## src/rtl/compare_arbiter.sv

```systemverilog
// compare_arbiter: round-robin sharing of one sign-magnitude compare unit between
// NUM_REQ requesters. Owns the compare threshold so updates never disturb an
// operation in flight. Optional WAIT-state timeout enabled by CMP_ARB_TIMEOUT_EN.
module compare_arbiter #(
    parameter int unsigned NUM_REQ = 4,
    parameter int unsigned TIMEOUT = 15,
    parameter int unsigned ID_W    = $clog2(NUM_REQ)
) (
    input  logic                  clk,
    input  logic                  rst,
    input  logic [NUM_REQ-1:0]    req_valid,
    output logic [NUM_REQ-1:0]    req_ready,
    input  logic [NUM_REQ*16-1:0] req_data,
    input  logic [NUM_REQ*16-1:0] req_iteration_data,
    input  logic [NUM_REQ*16-1:0] req_constant_data,
    input  logic [15:0]           cfg_constant,
    input  logic                  cfg_constant_we,
    output logic [15:0]           cmp_data,
    output logic [15:0]           cmp_iteration_data,
    output logic [15:0]           cmp_constant_data,
    output logic [15:0]           cmp_constant,
    output logic                  cmp_data_valid,
    input  logic                  cmp_complete,
    input  logic [15:0]           cmp_result,
    output logic                  rsp_valid,
    output logic [ID_W-1:0]       rsp_id,
    output logic [15:0]           rsp_result,
    output logic                  rsp_error,
    output logic                  busy
);

    typedef enum logic [1:0] {StIdle, StIssue, StWait, StResp} state_e;

    state_e          state_q;
    logic [ID_W-1:0] ptr_q;        // last granted requester
    logic [ID_W-1:0] id_q;         // requester of the operation in flight
    logic [15:0]     active_q;     // threshold driven to the compare unit
    logic [15:0]     pending_q;    // threshold written while busy
    logic            pending_vld_q;

    logic            grant_found;
    logic [ID_W-1:0] grant_id;
    logic [ID_W-1:0] idx;

`ifdef CMP_ARB_TIMEOUT_EN
    localparam logic [3:0] TmoLast = 4'(TIMEOUT - 1);
    logic [3:0] tmo_cnt_q;
    logic       rsp_error_q;
    assign rsp_error = rsp_error_q;
`else
    assign rsp_error = 1'b0;
`endif

    assign cmp_constant = active_q;
    assign busy         = (state_q != StIdle);

    // Round-robin search starting one past the last granted requester.
    always_comb begin
        grant_found = 1'b0;
        grant_id    = '0;
        idx         = '0;
        for (int unsigned off = 1; off <= NUM_REQ; off++) begin
            idx = ID_W'((32'(ptr_q) + off) % NUM_REQ);
            if (!grant_found && req_valid[idx]) begin
                grant_found = 1'b1;
                grant_id    = idx;
            end
        end
    end

    // Accept pulse only in IDLE; gated by reset so outputs read 0 while it is held.
    always_comb begin
        req_ready = '0;
        if (state_q == StIdle && grant_found && !rst) begin
            req_ready[grant_id] = 1'b1;
        end
    end

    // Control FSM, operand/result registers and threshold bookkeeping.
    always_ff @(posedge clk or posedge rst) begin
        if (rst) begin
            state_q            <= StIdle;
            ptr_q              <= ID_W'(NUM_REQ - 1);
            id_q               <= '0;
            active_q           <= '0;
            pending_q          <= '0;
            pending_vld_q      <= 1'b0;
            cmp_data           <= '0;
            cmp_iteration_data <= '0;
            cmp_constant_data  <= '0;
            cmp_data_valid     <= 1'b0;
            rsp_valid          <= 1'b0;
            rsp_id             <= '0;
            rsp_result         <= '0;
`ifdef CMP_ARB_TIMEOUT_EN
            tmo_cnt_q          <= '0;
            rsp_error_q        <= 1'b0;
`endif
        end else begin
            // Threshold: direct write in IDLE, deferred write otherwise, the
            // deferred value lands in RESP so the current operation is untouched.
            if (cfg_constant_we && (state_q == StIdle || state_q == StResp)) begin
                active_q      <= cfg_constant;
                pending_vld_q <= 1'b0;
            end else if (cfg_constant_we) begin
                pending_q     <= cfg_constant;
                pending_vld_q <= 1'b1;
            end else if (state_q == StResp && pending_vld_q) begin
                active_q      <= pending_q;
                pending_vld_q <= 1'b0;
            end

            unique case (state_q)
                StIdle: begin
                    if (grant_found) begin
                        ptr_q              <= grant_id;
                        id_q               <= grant_id;
                        cmp_data           <= req_data[{grant_id, 4'b0000} +: 16];
                        cmp_iteration_data <= req_iteration_data[{grant_id, 4'b0000} +: 16];
                        cmp_constant_data  <= req_constant_data[{grant_id, 4'b0000} +: 16];
                        cmp_data_valid     <= 1'b1;
                        state_q            <= StIssue;
                    end
                end
                StIssue: begin
                    // Strobe must be a single cycle or the compare unit re-toggles.
                    cmp_data_valid <= 1'b0;
                    state_q        <= StWait;
`ifdef CMP_ARB_TIMEOUT_EN
                    tmo_cnt_q      <= '0;
`endif
                end
                StWait: begin
                    if (cmp_complete) begin
                        rsp_result <= cmp_result;
                        rsp_id     <= id_q;
                        rsp_valid  <= 1'b1;
                        state_q    <= StResp;
`ifdef CMP_ARB_TIMEOUT_EN
                        rsp_error_q <= 1'b0;
                    end else if (tmo_cnt_q == TmoLast) begin
                        rsp_result  <= '0;
                        rsp_id      <= id_q;
                        rsp_error_q <= 1'b1;
                        rsp_valid   <= 1'b1;
                        state_q     <= StResp;
                    end else begin
                        tmo_cnt_q <= tmo_cnt_q + 4'd1;
`endif
                    end
                end
                StResp: begin
                    rsp_valid <= 1'b0;
                    state_q   <= StIdle;
                end
                default: state_q <= StIdle;
            endcase
        end
    end

endmodule
```

## config.mk

```make
export PLATFORM = sky130hd
export DESIGN_NAME = compare_arbiter
export DESIGN_NICKNAME = d
export VERILOG_FILES = /design/src/rtl/compare_arbiter.sv
export SDC_FILE = /design/constraint.sdc
export NUM_CORES = 1
export LEC_CHECK = 0
export CELL_PAD_IN_SITES_DETAIL_PLACEMENT = 0
export CELL_PAD_IN_SITES_GLOBAL_PLACEMENT = 2
export CORE_AREA = 2 2 158 160
export DETAILED_ROUTE_END_ITERATION = 10
export DIE_AREA = 0 0 160 162
export GPL_TIMING_DRIVEN = 0
export PLACE_DENSITY_LB_ADDON = 0.12
export SETUP_SLACK_MARGIN = 0.1
export SLEW_MARGIN = 20
export SYNTH_ARGS = -nofsm -noshare
export SYNTH_HDL_FRONTEND = slang
export SYNTH_SLANG_ARGS = --single-unit
```

## constraint.sdc

```tcl
create_clock -name clk -period 10.5 [get_ports clk]
set_input_delay 3.15 -clock clk [delete_from_list [all_inputs] [get_ports clk]]
set_output_delay 3.15 -clock clk [all_outputs]
set_load 0.005 [all_outputs]
```

=== Word-level counts from Yosys, hierarchy flattened ===
Cells that the tools add are included.

* Add/sub/neg operators: 4
* Multiply operators: 0
* Divide/modulo/power cells: 0
* Order comparisons: 6
* Equal/unequal tests: 6
* Shifts and indexed selects: 3
* Mux-type cells: 32
* Bitwise gates (word level): 1
* Reductions and logical operators: 26

{| class="wikitable"
|+ Operators by type and width
! kind !! count
|-
| indexed part select 64 x 7 -> 16 bit || 3
|-
| 2-to-1 mux 16 bit || 3
|-
| less-than comparator 2 x 3 -> 1 bit, second input constant || 5
|-
| 2-to-1 mux 1 bit || 14
|-
| AND reduction 2 bit || 7
|-
| 2-to-1 mux 2 bit || 6
|-
| binary-select mux 1 bit (select 2 bit) || 4
|-
| logical AND 1 bit || 8
|-
| case mux 2 bit (4 select lines) || 1
|-
| nonzero test 2 bit || 4
|-
| adder 2 x 1 -> 2 bit, second input constant || 2
|-
| adder 2 bit, second input constant || 2
|-
| equality test 2 bit, second input constant || 2
|-
| logical NOT 1 bit || 4
|-
| 2-to-1 mux 4 bit || 1
|-
| inequality test 2 bit, second input constant || 2
|-
| case mux 1 bit (2 select lines) || 2
|-
| nonzero test 3 bit || 1
|-
| demux 1 bit (select 2 bit) || 1
|-
| equality test 2 x 1 -> 1 bit, second input constant || 1
|-
| >= comparator 2 x 1 -> 1 bit, second input constant || 1
|-
| logical NOT 2 bit || 1
|-
| inequality test 2 x 1 -> 1 bit, second input constant || 1
|-
| logical OR 1 bit || 1
|-
| NOT 1 bit || 1
|}

* Flip-flop bits (word level): 107
* Bits in latches: 0
* RAM bits: 0
* Bits in read-only memories: 0
* Input bits: 232
* Output and inout bits: 90
* Word-level logic and storage cells: 91
* Memories kept: 0

=== Logic depth before layout (Yosys ltp) ===
Gate-level depths: netlist (run 1).

* Word-level depth: 18
* Depth in mapped cells: 9
* Depth with buffers taken out: 6

=== Worst setup path after synthesis (run 1) ===
OpenSTA, ideal clock, no wires.

* Path type: input port to output port
* From: input port rst
* To: output port req_ready[0]
* Data arrival time: 5.811 ns
* Required time: 7.350 ns
* Slack: 1.539 ns
* Cell stages on the path: 2
* Path buffers: 0
* Path through: inv_1 > and3_1

* Cells in the longest elaborated chain, start to end: 3

{| class="wikitable"
|+ Ends and longest elaborated chain
! item !! line !! RTL
|-
| from (decl) || 10 || <nowiki>input logic rst,</nowiki>
|-
| logical NOT 1 bit (no line) || n/a ||
|-
| logical AND 1 bit || 74 || <nowiki>if (state_q == StIdle && grant_found && !rst) begin</nowiki>
|-
| 2-to-1 mux 4 bit || 74 ||
|-
| to (decl) || 12 || <nowiki>output logic [NUM_REQ-1:0] req_ready,</nowiki>
|}

No other way between the ends.

=== Final worst setup path (run 1) ===
* From: input port req_valid[3]
* To: output port req_ready[1]

* Cells in the longest elaborated chain, start to end: 17

{| class="wikitable"
|+ Ends and longest elaborated chain
! item !! line !! RTL
|-
| from (decl) || 11 || <nowiki>input logic [NUM_REQ-1:0] req_valid,</nowiki>
|-
| binary-select mux 1 bit (select 2 bit) || 64 || <nowiki>if (!grant_found && req_valid[idx]) begin</nowiki>
|-
| 2-to-1 mux 1 bit (not written as such) || 64 ||
|-
| 2-to-1 mux 1 bit || 64 ||
|-
| logical NOT 1 bit || 64 ||
|-
| logical AND 1 bit || 64 ||
|-
| 2-to-1 mux 1 bit || 64 ||
|-
| logical NOT 1 bit || 64 ||
|-
| logical AND 1 bit || 64 ||
|-
| 2-to-1 mux 1 bit || 64 ||
|-
| logical NOT 1 bit || 64 ||
|-
| logical AND 1 bit || 64 ||
|-
| 2-to-1 mux 2 bit || 64 ||
|-
| less-than comparator 2 x 3 -> 1 bit (not written as such) or >= comparator 2 x 1 -> 1 bit (tied branches) || 75 || <nowiki>req_ready[grant_id] = 1'b1;</nowiki>
|-
| logical AND 1 bit (not written as such) || 75 ||
|-
| 2-to-1 mux 1 bit (not written as such) || 75 ||
|-
| demux 1 bit (select 2 bit) || 75 ||
|-
| 2-to-1 mux 4 bit (*) || 74 ||
|}

Every way passes the cells marked *; elsewhere a longest branch is shown, timed or not. The select of a mux whose other input is x is not followed.

==> metrics, run 1 <==
status=complete, no violations; CP Launch Type=primary input; post-synthesis sequential area ratio=a little under half; CTS clk-pin slew, worst paths=approximately 0.08 ns; Worst R2R Path Depth=8; largest area contributor in the netlist=dfrtp_1; EDFF count, synth=0; Buffers on Ports=between 300 and 400; maximum clock path buffer count=2; total iterations of the first detailed-routing run=4; Via-to-Cell Ratio=between 4 and 5; GRT Resource Usage Total=a little under a fifth; power density over the cells=between 200 and 300 mW/mm^2; Worst Hold Path EP=id_q[1]; Mapped Area=0.00573 mm^2; CP max stage cell=clkdlybuf4s50_1; shortest period the worst path allows=between 8 and 9 ns; peak supply drop=128 uV; share of cells above drive strength 1=a little under a tenth; Setup Crit Path Kind=primary input to primary output; first-pass GRT wire length=around 36000 um; grt total ovfl=0; Main synth FF type=dfrtp_1; area growth from synthesis to layout=68.6%; yosys warns=0; Die X=around 160 um; reg2reg setup slack=8.06 ns; Setup Viol. Count Final=0; fmax=0.111 GHz; antenna violations before repair=0; row count=57; setup TNS=0 ns; core area=0.0241 mm^2; Buf/Inv on CP=4; Hold Startpoint=id_q[1]; period utilization=a little under nine tenths; Net count, final=~1100; top post-synthesis cells by area=dfrtp_1 (46%), mux2i_1 (11%), a221oi_1 (7.3%); Ports=about 320; diode count=0; Post-DRT Antenna Nets=0; max-slew violations=0; Mean Syn Cell Area=10.4 um^2; total design power=2.52 mW; r2r startpoint=ptr_q[0]; Post-CTS Resized=0; Cells after Synth=550; final instance area=a little under 0.01 mm^2; CP Capture Type=primary output; critical-path cell list=clkdlybuf4s50_1, nor2_2, a21oi_1, o2bb2ai_1, buf_2, buf_2, and3_1, clkdlybuf4s50_1; Yosys reg bits=about 110; Die ar.=between 0.02 and 0.03 mm^2; post-synth top area share=45.9%; placed cell area=0.00937 mm^2; hpwl dp=18500 um; async set-reset flop share out of synthesis=100%; Placed Cells=1195; CTS Buf Count=9; Worst EP arrival=between 5 and 6 ns; Post-synth top cells=dfrtp_1 (105), nor2_1 (69), mux2i_1 (64), o22ai_1 (49), a221oi_1 (48); critical path required time=roughly 7.4 ns; vias in the first global route=5989; Post-CTS Setup Repair Bufs=0; crit-path max cell delay=between 0.5 and 0.6 ns; CP top delay family=buffers and inverters; Initial Util=about a quarter; leakage power=roughly 3.8 nW; Worst-Margin Slew=~0.7 ns; Die Y=around 160 um; post-synth cell types=40; CP Max Fanout=10; Hold Vio Cnt, Final=0; Root Driver=clkbuf_16; MaxCap Viol Count=0; H-tree depth reported by CTS=3; r2r endpoint=cmp_constant_data[1]; hold path depth=2; TritonCTS clock tree=done; drt drc=0; HP Class=flip-flop to flip-flop; Clock Skew=roughly 0.011 ns; post-synthesis net count=between 700 and 800; GP Congestion=roughly 0.9; Avg WL per Cell=19.8 um; DR vias=5673; 1st-iter DRT viols=195; clk sinks=107; Final Non-Filler Cells=1210; Max-slew headroom=between 50 and 60%; worst-skew pair later-pin latency=between 0.3 and 0.4 ns; top-count cell post-synth=dfrtp_1; # hold bufs at CTS=0; Core Util, Final=40.1%; RSZ-0062 raised after global routing=false; largest net degree at the start of global routing=66; Total Routed Length=about 24000 um
per-stage QoR:
step	hold slack [ns]	worst slack, ns
floorplan	0.443	1.54
global route	0.525	1.33
CTS	0.502	1.49
global placement	0.481	-0.686
finish	0.492	1.52
detailed placement	0.476	1.50
state kept, by name (all words and copies together), names as in the netlist:
signal,count
cmp_constant,16
cmp_constant_data,16
cmp_data,16
cmp_data_valid,1
cmp_iteration_data,16
id_q,2
pending_q,16
pending_vld_q,1
ptr_q,2
rsp_id,2
rsp_result,16
rsp_valid,1
state_q,2
worst register-to-register path, cell delays in order (launching register included):
cell,delay (ns)
dfstp_2,0.52
buf_2,0.18
nand2b_4,0.17
a21oi_1,0.07
o2bb2ai_1,0.41
buf_2,0.38
buf_2,0.31
a221oi_1,0.13
o22ai_1,0.19
routing by layer:
layer  global-route usage, %  up-vias  share of wire [%]
met5                       0        -                  0
met4                    3.89        0                1.0
met3                    5.46       14                8.0
met2                    31.1      225                 49
met1                    22.3     2708                 42
li1                        -     2726                  -
layout make-up:
cell class,count,area (um^2)
timing repair buffer,321,3230
fill,2445,14500
clock buffer,9,225
inverter,9,38.8
multi-input combinational,387,2750
buffer,47,267
tap,324,405
clock inverter,6,62.6
sequential,107,2680
layout by cell type, fill, tap and decap left out, drive strengths merged, types with 12 or more instances in the layout:
cell           instances
mux2i                 64
buf                   26
clkdlybuf4s50        320
mux2                  35
clkbuf                31
a21oi                 22
o21ai                 54
nand2                 12
dfrtp                105
o22ai                 49
nor2                  70
a221oi                49
kinds of logic (layout without fill, tap and decap cells):
group | after synthesis | count (layout) | synth area share, %
buf+inv | 56 | 392 | 5.24
flops | 107 | 107 | 46.8
other cells | 1 | 1 | 0.0655
mux | 99 | 99 | 18.1
fa+ha+maj | 5 | 5 | 1.09
simple gates | 98 | 98 | 7.47
compound gates | 184 | 184 | 21.3
how the worst max path moves through the flow:
stage	start	to	slack [ns]	depth (start not counted)
global route	req_valid[3]	req_ready[1]	1.33	8
CTS	req_valid[3]	req_ready[0]	1.49	8
finish	req_valid[3]	req_ready[1]	1.52	8
detailed placement	req_valid[3]	req_ready[0]	1.50	8
floorplan	rst	req_ready[0]	1.54	2
global placement	rst	req_ready[0]	-0.69	4
report_power, final:
part           switching [mW]  leakage [nW]  total, mW  internal (mW)
sequential              0.128          1.19      0.750          0.621
clock                   0.176         0.140      0.342          0.166
combinational           0.677          2.50       1.43          0.749
total                   0.982          3.83       2.52           1.54
Power figures use the tool's default switching activity.
==> inputs of run 2 (changes only) <==
--- a/config.mk
+++ b/config.mk
@@ -5,6 +5,7 @@
 export SDC_FILE = /design/constraint.sdc
 export NUM_CORES = 1
 export LEC_CHECK = 0
+export ABC_CLOCK_PERIOD_IN_PS = 10500
 export CELL_PAD_IN_SITES_DETAIL_PLACEMENT = 0
 export CELL_PAD_IN_SITES_GLOBAL_PLACEMENT = 2
 export CORE_AREA = 2 2 158 160
==> results of run 2 <==
The final DEF is identical to that of run 1; final timing and power are the same.
==> inputs of run 3 (changes only) <==
--- a/config.mk
+++ b/config.mk
@@ -9,6 +9,7 @@
 export CELL_PAD_IN_SITES_DETAIL_PLACEMENT = 0
 export CELL_PAD_IN_SITES_GLOBAL_PLACEMENT = 2
 export CORE_AREA = 2 2 158 160
+export CTS_CLUSTER_DIAMETER = 60
 export DETAILED_ROUTE_END_ITERATION = 10
 export DIE_AREA = 0 0 160 162
 export GPL_TIMING_DRIVEN = 0
==> results of run 3 <==
The final DEF is identical to that of run 1; final timing and power are the same.
